`config.mk`:
```
export PLATFORM = sky130hd
export DESIGN_NAME = mult32_seq
export DESIGN_NICKNAME = d
export VERILOG_FILES = /design/src/rtl/adder32.sv /design/src/rtl/mult32_seq.sv
export SDC_FILE = /design/constraint.sdc
export NUM_CORES = 1
export LEC_CHECK = 0
export BUFFER_PORTS_ARGS = -buffer_cell sky130_fd_sc_hd__buf_2
export CAP_MARGIN = 20
export CELL_PAD_IN_SITES_DETAIL_PLACEMENT = 0
export CELL_PAD_IN_SITES_GLOBAL_PLACEMENT = 1
export CORE_ASPECT_RATIO = 1.25
export CORE_UTILIZATION = 42
export DETAILED_ROUTE_END_ITERATION = 16
export PLACE_DENSITY = 0.83
export RECOVER_POWER = 50
export SYNTH_ARGS = -nofsm -noshare
export SYNTH_HDL_FRONTEND = slang
export SYNTH_SLANG_ARGS = --single-unit
```
`constraint.sdc`:
```
create_clock -name clk -period 5.6 [get_ports clk]
set_input_delay 0.56 -clock clk [delete_from_list [all_inputs] [get_ports clk]]
set_output_delay 0.56 -clock clk [all_outputs]
set_load 0.02 [all_outputs]
```
`src/rtl/adder32.sv`:
```
// 32-bit ripple adder stage shared with the cpu32 datapath.
module adder32 (
  input  logic [31:0] a,
  input  logic [31:0] b,
  input  logic        cin,
  output logic [31:0] sum,
  output logic        cout
);

  assign {cout, sum} = {1'b0, a} + {1'b0, b} + {32'b0, cin};

endmodule

```
`src/rtl/mult32_seq.sv`:
```
// Iterative unsigned 32x32->64 shift-and-add multiplier built around one adder32.
// One iteration per clock; start/busy/done handshake toward the execute stage.
module mult32_seq #(
  parameter int unsigned WIDTH = 32,
  parameter int unsigned CNT_W = 6
) (
  input  logic                 clk,
  input  logic                 reset,
  input  logic                 start,
  input  logic [WIDTH-1:0]     a_in,
  input  logic [WIDTH-1:0]     b_in,
  output logic                 busy,
  output logic                 done,
  output logic [2*WIDTH-1:0]   product
);

  typedef enum logic [1:0] {IDLE, RUN, DONE} state_e;

  state_e               state_q, state_d;
  logic [WIDTH-1:0]     m_q, m_d;
  logic [WIDTH-1:0]     a_q, a_d;
  logic [WIDTH-1:0]     q_q, q_d;
  logic [CNT_W-1:0]     count_q, count_d;
  logic [2*WIDTH-1:0]   product_q, product_d;
  logic                 busy_q, busy_d;
  logic                 done_q, done_d;

  logic [WIDTH-1:0]     add_sum;
  logic                 add_cout;
  logic [WIDTH:0]       psum;

  adder32 u_adder (
    .a    (a_q),
    .b    (m_q),
    .cin  (1'b0),
    .sum  (add_sum),
    .cout (add_cout)
  );

  // Add M only when the current multiplier bit is set; carry is kept as bit 32.
  assign psum = q_q[0] ? {add_cout, add_sum} : {1'b0, a_q};

  always_comb begin
    state_d   = state_q;
    m_d       = m_q;
    a_d       = a_q;
    q_d       = q_q;
    count_d   = count_q;
    product_d = product_q;
    case (state_q)
      IDLE: begin
        if (start) begin
          m_d     = a_in;
          q_d     = b_in;
          a_d     = '0;
          count_d = '0;
          state_d = RUN;
        end
      end
      RUN: begin
        a_d     = psum[WIDTH:1];
        q_d     = {psum[0], q_q[WIDTH-1:1]};
        count_d = count_q + CNT_W'(1);
        if (count_q == CNT_W'(WIDTH - 1)) begin
          state_d   = DONE;
          product_d = {a_d, q_d};
        end
      end
      DONE:    state_d = IDLE;
      default: state_d = IDLE;
    endcase
    busy_d = (state_d == RUN);
    done_d = (state_d == DONE);
  end

  always_ff @(posedge clk or posedge reset) begin
    if (reset) begin
      state_q   <= IDLE;
      m_q       <= '0;
      a_q       <= '0;
      q_q       <= '0;
      count_q   <= '0;
      product_q <= '0;
      busy_q    <= 1'b0;
      done_q    <= 1'b0;
    end else begin
      state_q   <= state_d;
      m_q       <= m_d;
      a_q       <= a_d;
      q_q       <= q_d;
      count_q   <= count_d;
      product_q <= product_d;
      busy_q    <= busy_d;
      done_q    <= done_d;
    end
  end

  assign busy    = busy_q;
  assign done    = done_q;
  assign product = product_q;

endmodule
```
==> impl_results.md, run 1 <==
* Vias in the first global route at 6740
* Clock group share of total power at between 10% and 20%
* Leakage at 0.00465 uW
* Dpl cells at 1225
* CTS Hold Buffers Added at 0
* Via density at 5.29
* Clock Sinks at 170
* Net count, final at ~1100
* Mapped Cells at 866
* Die W at 129 um
* Synthesized flop and latch total at 170
* Slew Limit Headroom at -105%
* Final period util at 59.7%
* # port buffers at 132
* Core Area at 0.0196 mm^2
* Reg-to-Reg Start: a_q[0]
* Hold_ws at 354 ps
* Largest net degree at the start of global routing at 73
* Min-delay worst type: input port to flip-flop
* Most frequent cells in the layout: nand2_1, dfrtp_1, o21ai_0
* Logic pwr share at 49.2%
* WL/cell at ~16 um
* Post-synth ARST share at 100%
* CTS buffer count at 17
* Peak supply drop at 0.312 mV
* First-pass detailed-route iteration total at 5
* Post-cts resize count at 0
* Max stage delay on crit path at 1710 ps
* Hold Fails Final Rpt at 0
* Top_reg_cell synth: dfrtp_1
* IO Count at 133
* Mapped Area at 0.00848 mm^2
* Worst Clk Skew at 16.4 ps
* Post-Syn Area per Cell at 9.80 um^2
* CTS tree: yes
* Int Power at 3820 uW
* GR Util All Layers at 20.9%
* Initial antenna violation count at 2
* Die area at 0.0208 mm^2
* Worst Path Required at 5860 ps
* Critical path fanouts, max at 69
* Antenna Nets Post-Route at 0
* Final setup vio count at 0
* Sequential fraction of the synthesis area at 50.1%
* DP HPWL at 13900 um
* Tmin final at 3340 ps
* Seq pwr share at 33.0%
* Initial drt markers at 314
* Setup Crit Path Kind: input port to async pin
* Fill cells at 1881
* DR vias at 6661
* Clock slew at reported path FFs at 80 ps
* Area grow syn2layout at 17.4%
* EDFF count, synth at 0
* H-tree depth at 4
* DRC at 0
* Leading cell type in the layout, fill and taps excluded: nand2_1
* P_sw at 2960 uW
* Die Y-Extent at around 160 um
* CP Capture Type: async pin
* Final WL at 20400 um
* Worst R2R Path Depth at 11
* GPL Wtd Cong at approximately 0.90
* Final Slew Violations at 70
* Initial Util at between 40% and 50%
* Start point of the critical path: reset
* Final WS setup at ~2300 ps
* Switching Share at 43.7%
* Worst Path Arrival at 3600 ps
* Run status: finished, violations left
* Syn nets at 967
* Postcts setup bufs at 0
* Startpoint types: input port
* Clk buf depth at 2
* Final std cells w/o fill at 1259
* Hold Path Sink: m_q[7]
* Synth cell types at 52
* Pre-CTS setup slack at 2500 ps
* Global route overflow at 0
* Worst-Skew Late Latency at 430 ps
* R2R setup slack at 2480 ps
* Pwr dens at 681 mW/mm^2
* Maximum clock rate at roughly 300 MHz
* Clk root buf: clkbuf_16
* Total number of yosys warnings at 0
* Worst hold start: a_in[7]
* Share of cells above drive strength 1 at 18.4%
* Failing checks: max-capacitance violations, max-slew violations
* CP Cell Sequence: buf_2, clkinvlp_2, clkbuf_2
* First-pass GRT wire length at 34000 um
* Hold path depth at 2
* Slew @ Worst Pin at 3060 ps
* Max-cap viol count at 1
* Std cell rows at 57
* Total Neg Setup Slack at 0 ps
* R2r endpoint: product[55]
* Unrepaired setup endpoints after global routing: no
* Crit path max-delay cell type: clkinvlp_2
==> cell usage after synthesis (2+ instances only) <==
library cell | number | area share, %
a211oi_1 | 4 | 0.35
a21o_1 | 13 | 1.2
a21oi_1 | 43 | 2.5
a221oi_1 | 3 | 0.31
a22o_1 | 11 | 1.1
a22oi_1 | 32 | 2.8
a31o_2 | 2 | 0.21
a32oi_1 | 3 | 0.31
a41oi_2 | 2 | 0.38
and3_1 | 5 | 0.37
buf_1 | 6 | 0.27
buf_2 | 2 | 0.12
clkbuf_1 | 40 | 1.8
dfrtp_1 | 170 | 50
ha_1 | 33 | 4.9
inv_1 | 15 | 0.66
mux2_2 | 38 | 5.0
mux2i_1 | 27 | 3.2
nand2_1 | 188 | 8.3
nand2b_1 | 5 | 0.37
nand3_1 | 8 | 0.47
nand4_1 | 6 | 0.44
nor2_1 | 36 | 1.6
nor2b_1 | 7 | 0.52
nor3_1 | 8 | 0.47
o211a_1 | 2 | 0.24
o211ai_1 | 2 | 0.18
o21ai_0 | 91 | 5.4
o21ai_1 | 6 | 0.35
o21bai_1 | 4 | 0.35
o31ai_1 | 2 | 0.18
or3_1 | 4 | 0.29
xnor2_1 | 18 | 1.9
xor2_1 | 12 | 1.2
==> state kept, by name (all words and copies together) (netlist names) <==
signal   flops
product     64
q_q         32
count_q      6
busy         1
state_q      2
done         1
a_q         32
m_q         32
==> worst max-delay path by stage <==
stage,endpoint,slack (ps),cells past startpoint
global route,q_q[0],1420,3
detailed placement,product[55],2500,11
floorplan,a_q[0],440,1
CTS,product[55],2470,11
global placement,a_q[27],2540,11
finish,q_q[0],2260,3
==> kinds of logic after synthesis <==
group                      count (synthesis)  synth area share, %
and+or+nand+nor                          270                 13.1
AOI/OAI and AO/OA                        233                 17.5
DFF                                      170                 50.1
muxes                                     65                 8.23
buffers and inverters                     64                 2.86
adders and majority gates                 34                 5.10
xor gates and xnor gates                  30                 3.10
==> through the flow <==
stage	cell area [um^2]	total power, uW	utilization (%)
floorplan	8480	4760	-
global placement	9400	5580	47.9
detailed placement	9400	5640	47.9
CTS	10000	6880	51.1
global route	9950	7340	50.7
finish	9960	6780	50.8
==> per-layer routing <==
layer | vias to the layer above | part of all wire [%] | GRT usage (%)
met3 | 12 | 5.3 | 5.86
met5 | - | 0 | 0
met2 | 134 | 49 | 34.4
li1 | 3269 | - | -
met1 | 3246 | 45 | 27.0
met4 | 0 | 0.89 | 5.03
==> power groups by stage <==
| stage | sequential, uW | clock [uW] | combinational [uW] |
|---|---|---|---|
| 3_3_place_gp | 2240 | 0 | 3340 |
| 6_report | 2240 | 1200 | 3340 |
| 5_1_grt | 2320 | 1290 | 3740 |
| 2_1_floorplan | 2320 | 0 | 2440 |
| 3_5_place_dp | 2260 | 0 | 3390 |
| 4_1_cts | 2240 | 1240 | 3400 |
==> cell type report <==
cell class,count,area [um^2],area share (%)
inverters,16,61.3,0.616
clock buffers,17,425,4.27
clock inverters,15,196,1.97
multi-input cells,632,4010,40.3
flip-flops and latches,170,4260,42.7
diodes,2,5.00,0.0503
well taps,265,332,3.33
repair buffers,142,672,6.75
==> worst max-delay path: cells and delay by family <==
family | cells | cell delay, ps
buffers and inverters | 3 | 3000
No activity file was read; power rests on OpenSTA's default activity.
==> inputs of run 2 (changes only) <==
- ABC_AREA: default -> 1
- CORE_UTILIZATION: 42 -> 38
- clock period: 5.6 -> 2.78 ns (I/O delays scaled with it)
==> run 2 against run 1 <==
The flow now finishes without violations. Utilization shrank 5.3 points. Clock power is 110% higher. Non-clock buffer count increased by 6. Combinational power rose by 140%. Area after synthesis grew 9.1%. Final cell count is 36% higher. Synthesized cell count increased by 44%. Register-to-register slack lost 1900 ps. Sequential share of layout area is 3.4 points lower.
==> impl_results.md, run 2 <==
* Run status: finished, final reports clean
* Post-Syn Area per Cell at 7.44 um^2 (-24%)
* Slew @ Worst Pin at 1270 ps (-1790 ps)
* Clock Sinks at 170 (unchanged)
* Total number of yosys warnings at 0 (unchanged)
* Unrepaired setup endpoints after global routing: no
* Final period util at 80.2%
* Final setup vio count at 0 (unchanged)
* IO Count at 133 (unchanged)
* DR vias at 8133 (+22%)
* Worst Path Arrival at 2530 ps (-1070 ps)
* Peak supply drop at 0.530 mV (+70%)
* Clk root buf: clkbuf_16
* Reg-to-Reg Start: a_q[0]
* Largest register FFs at 64 (unchanged)
* Setup Crit Path Kind: flip-flop to flip-flop
* Critical path fanouts, max at 4 (-94%)
* GR Util All Layers at 22.0% (+1.1 points)
* Top post-synthesis cells by area: dfrtp_1, nand2_1, inv_1
* Worst hold start: a_in[21]
* Mapped Cells at 1245 (+44%)
* Post-cts resize count at 0 (unchanged)
* Max-cap viol count at 0 (-1)
* Pre-CTS setup slack at 574 ps (-1930 ps)
* Worst Clk Skew at 13.5 ps (-2.90 ps)
* Multi-input gate area in the final layout at 0.00414 mm^2 (+3.2%)
* Final WS setup at 550 ps (-1710 ps)
* R2R setup slack at 550 ps (-1930 ps)
* DRC at 0 (unchanged)
* Clk buf depth at 2 (unchanged)
* Via density at 4.76 (-10%)
* Std cell rows at 63 (+11%)
* Worst Path Required at 3080 ps (-2780 ps)
* Register area at 0.00425 mm^2 (about the same)
* CTS buffer count at 17 (unchanged)
* Syn nets at 1346 (+39%)
* Hold path depth at 3 (+1)
* Worst R2R Path Depth at 9 (-2)
* Core Area at 0.0238 mm^2 (+21%)
* First-pass detailed-route iteration total at 7 (+2)
* Share of cells above drive strength 1 at 12.5% (-5.9 points)
* Final WL at 25700 um (+26%)
* Die area at 0.0250 mm^2 (+20%)
* Final Slew Violations at 0 (-100%)
* Slew Limit Headroom at 15.2% (+120 points)
* CP Capture Type: flip-flop
* Post-synth ARST share at 100% (unchanged)
* Worst-Skew Late Latency at 440 ps (about the same)
* Area leader, netlist: dfrtp_1
* Die W at 142 um (+9.7%)
* Leading cell type in the layout, fill and taps excluded: nand2_1
* Initial antenna violation count at 2 (unchanged)
* Initial Util at 38.9% (-4.4 points)
* First-pass GRT wire length at 42400 um (+25%)
* Most instantiated cells after synthesis: nand2_1, dfrtp_1, inv_1
* Synthesized flop and latch total at 170 (unchanged)
* # port buffers at 132 (unchanged)
* DP HPWL at 18500 um (+33%)
* Synth cell types at 38 (-27%)
* Net count, final at 1470 (+36%)
* EDFF count, synth at 0 (unchanged)
* Maximum clock rate at 448 MHz
* Postcts setup bufs at 0 (unchanged)
* Global route overflow at 0 (unchanged)
* Leakage at 0.00595 uW (+28%)
* Hold Path Sink: m_q[21]
* Most frequent cells in the layout: nand2_1, dfrtp_1, inv_1
* Top_reg_cell synth: dfrtp_1
* Min-delay worst type: input port to flip-flop
* Clock slew at reported path FFs at 80 ps (about the same)
* WL/cell at 15.0 um (-7.4%)
* Share of the synthesized area in the top cell type at 46.0% (-4.2 points)
* R2r endpoint: product[39]
* Hold Fails Final Rpt at 0 (unchanged)
* Startpoint types: flip-flop
* Sequential fraction of the synthesis area at 46.0% (-4.2 points)
* H-tree depth at 4 (unchanged)
* CTS tree: yes
* Cell with the most instances after synthesis: nand2_1
* Antenna Nets Post-Route at 0 (unchanged)
* Initial drt markers at 433 (+38%)
* Tmin final at 2230 ps
* Vias in the first global route at 8245 (+22%)
* Pwr dens at 1350 mW/mm^2 (+99%)
* Fill cells at 2508 (+33%)
* Total Neg Setup Slack at 0 ps (unchanged)
* GPL Wtd Cong at 0.918 (+2.5%)
* Die Y-Extent at 177 um (+9.7%)
* Area grow syn2layout at 16.9%
* Mapped Area at 0.00926 mm^2 (+9.1%)
* CTS Hold Buffers Added at 1 (+1)
* Largest net degree at the start of global routing at 91 (+25%)
## run 2: kinds of logic after synthesis
kind of cell / share of synthesized area, %
flops: 46.0
xor+xnor: 1.32
simple gates: 29.4
buf+inv: 9.35
compound gates: 9.29
fa+ha+maj: 4.68
## run 2: worst max-delay path: stages, from the launching register on
cell,delay (ps)
dfrtp_1,390
ha_1,240
fa_1,450
nand3_1,100
nand3_1,150
nand2_1,90
nand2_1,110
xor2_1,180
o21ai_0,240
o21ai_0,140
## run 2: report_power, final
part	internal, uW	switching, uW
Combinational	2700	5210
Clock	1450	1020
Sequential	3590	676
Total	7730	6900
## run 2: layout make-up
class | count | share of cell area, %
clock buffers | 23 | 4.60
well taps | 325 | 3.76
diodes | 1 | 0.0231
repair buffers | 148 | 7.03
multi-input cells | 859 | 38.2
inverters | 173 | 6.03
flip-flops and latches | 170 | 39.3
clock inverters | 9 | 1.03
## run 2: worst max path at each step
stage	startpoint	end	slack [ps]	cells past startpoint
finish	a_q[0]	product[39]	550	9
global route	m_q[0]	product[61]	360	12
CTS	m_q[0]	product[59]	550	12
detailed placement	m_q[0]	product[61]	570	12
global placement	a_q[0]	product[59]	590	12
floorplan	reset	a_q[0]	330	1
## run 2: through the flow
| stage | cell area, um^2 | cells | utilization [%] | hold WS [ps] | total power, uW |
|---|---|---|---|---|---|
| after floorplan | 9260 | 1245 | - | 388 | 10000 |
| after global placement | 10300 | 1674 | 43.1 | 227 | 12200 |
| after detailed placement | 10300 | 1674 | 43.1 | 228 | 12200 |
| after CTS | 10900 | 1707 | 45.7 | 10.4 | 14800 |
| after global routing | 10800 | 1708 | 45.5 | 37.2 | 16100 |
| final | 10800 | 1708 | 45.5 | 23.7 | 14600 |
## run 2: per-layer routing
metal  track usage [%]  part of all wire, %
met3              5.32                  5.9
met5                 0                    0
met1              27.4                   44
met2              36.8                   47
met4              8.47                  2.5
==> inputs of run 3 (changes only) <==
- clock period: 2.78 -> 1.84 ns (I/O delays scaled with it)
==> run 3 against run 2 <==
Power is 92% higher. Final cell count increased by 8.7%. First-iteration DRC count decreased by 9.2%. Highest routed layer unchanged. The flow now finishes with violations (negative setup slack). Critical endpoint is now a_q[23].
==> impl_results.md, run 3 (synthesis gave the netlist of run 2 again) <==
* Worst-Skew Late Latency at 440 ps (about the same)
* Clk buf depth at 2 (unchanged)
* Worst R2R Path Depth at 12 (+3)
* GPL Wtd Cong at 0.904 (-1.5%)
* Pre-CTS setup slack at -234 ps (-808 ps)
* IO Count at 133 (unchanged)
* Hold path depth at 3 (unchanged)
* Initial drt markers at 393 (-9.2%)
* # port buffers at 132 (unchanged)
* DP HPWL at 19000 um (+2.8%)
* Share of cells above drive strength 1 at 31.6% (+19 points)
* Clk root buf: clkbuf_16
* Max stage delay on crit path at 410 ps (-40 ps)
* Tot Pwr at 28000 uW (+92%)
* Std cell rows at 63 (unchanged)
* GR Util All Layers at 23.0% (+0.96 points)
* Antenna Cells at 0 (-1)
* DRC at 0 (unchanged)
* Slew @ Worst Pin at 866 ps (-406 ps)
* First-pass GRT wire length at 44600 um (+5.3%)
* Die Y-Extent at 177 um (unchanged)
* Fill cells at 2219 (-12%)
* Clock Sinks at 170 (unchanged)
* Worst hold start: a_in[12]
* Maximum clock rate at 521 MHz (+16%)
* Reg-to-Reg Start: a_q[0]
* Initial antenna violation count at 0 (-2)
* Tmin final at 1920 ps (-311 ps)
* Most frequent cells in the layout: nand2_1, dfrtp_1, inv_1
* Leading cell type in the layout, fill and taps excluded: nand2_1
* CP Cell Sequence: ha_2, fa_2, nand3_2, nand3_4, nand2_2, nand2_4, nand3_4, nand3_4, nand2_2, nand3_4, nand3_2, nand2_1
* Critical path fanouts, max at 4 (unchanged)
* R2R setup slack at -80 ps (-630 ps)
* Antenna Nets Post-Route at 0 (unchanged)
* Crit path max-delay cell type: fa_2
* Setup Crit Path Kind: flip-flop to flip-flop
* Worst Clk Skew at 11.6 ps (-1.96 ps)
* Leakage at 0.00700 uW (+18%)
* Largest register FFs at 64 (unchanged)
* Final setup vio count at 34 (+34)
* Vias in the first global route at 8875 (+7.6%)
* Max-cap viol count at 0 (unchanged)
* Worst Path Required at 2170 ps (-910 ps)
* H-tree depth at 4 (unchanged)
* Worst Path Arrival at 2250 ps (-280 ps)
* R2r endpoint: a_q[23]
* Pwr dens at 2100 mW/mm^2 (+55%)
* Unrepaired setup endpoints after global routing: yes
* Final period util at 104% (+24 points)
* Via density at 4.85 (+1.9%)
* Most frequent CP cell: nand3_4
* Final WL at 28500 um (+11%)
* Slew Limit Headroom at 42.3% (+27 points)
* Area grow syn2layout at 44.1%
* Peak supply drop at 0.876 mV (+65%)
* Startpoint types: flip-flop
* Largest net degree at the start of global routing at 59 (-35%)
* Global route overflow at 0 (unchanged)
* Failing checks: negative setup slack
* Initial Util at 38.9% (unchanged)
* CTS buffer count at 17 (unchanged)
* Final Slew Violations at 0 (unchanged)
* Final WS setup at -79.3 ps (-629 ps)
* Core Area at 0.0238 mm^2 (unchanged)
* WL/cell at 15.4 um (+2.3%)
* Min-delay worst type: input port to flip-flop
* Clock slew at reported path FFs at 70 ps (about the same)
* Die W at 142 um (unchanged)
* First-pass detailed-route iteration total at 5 (-2)
* CTS tree: yes
* DR vias at 9007 (+11%)
* Hold Path Sink: m_q[12]
* CP Capture Type: flip-flop
* Net count, final at 1619 (+10%)
* Die area at 0.0250 mm^2 (unchanged)
* Run status: finished, violations left
* Hold Fails Final Rpt at 0 (unchanged)
## run 3: changes by cell type in the layout (fill, tap and decap cells not counted), moves of 28 or more
cell / previous run / this run
nand2_2: 1 / 54
dlygate4sd3_1: 1 / 62
nand3_1: 90 / 62
nand2_1: 487 / 417
buf_2: 98 / 131
buf_4: 10 / 90
ha_1: 33 / 3
clkbuf_1: 35 / 2
## run 3: final cells by class
type	instances	area (um^2)	area share (%)
Clock buffer	18	429	3.22
Clock inverter	14	163	1.22
Inverter	173	658	4.93
Multi-Input combinational cell	859	5230	39.2
Sequential cell	170	4260	31.9
Tap cell	325	407	3.05
Timing Repair Buffer	297	2200	16.5
## run 3: worst max-delay path by stage
stage,start,end,cells past startpoint
CTS,m_q[0],product[63],12
global route,a_q[17],a_q[23],12
detailed placement,m_q[0],product[39],9
global placement,m_q[0],product[39],9
floorplan,reset,a_q[0],1
finish,a_q[0],a_q[23],12
## run 3: metal layers
layer / global-route usage, % / up-vias / share of wire [%]
met3: 5.97 / 28 / 5.6
met1: 28.0 / 4312 / 42
met2: 40.0 / 203 / 50
met4: 6.14 / 0 / 1.5
met5: 0 / - / 0
li1: - / 4464 / -
## run 3: through the flow
step	hold slack [ps]	cell area (um^2)	utilization (%)	TNS, ps	cells
floorplan	294	9270	-	-87160	1245
global placement	124	10800	45.4	-6690	1736
detailed placement	125	10800	45.4	-7340	1736
CTS	0.499	12700	53.5	-488	1841
global route	3.82	13300	56.0	-6540	1856
finish	9.79	13300	56.0	-1210	1856
## run 3: power breakdown
| group | total, uW | leakage (uW) | internal, uW | switching, uW |
|---|---|---|---|---|
| clock network | 3700 | 0.000287 | 2040 | 1660 |
| logic | 17700 | 0.00458 | 7550 | 10100 |
| registers | 6640 | 0.00214 | 5420 | 1220 |
## run 3: what timing repair did
item | 4_1_cts | 5_1_grt
hold endpoints to repair | 231 | 0
pin swaps | 16 | 50
resized for setup | 123 | 126
buffers inserted | 11 | 13
cloned | 0 | 2
hold buffers | 62 | 0
setup endpoints to repair | 58 | 73
## run 3: worst max-delay path: cells and delay by family, from the launching register on
family	cells	cell delay, ps
adders and majority gates	2	610
DFF	1	390
and+or+nand+nor	10	800
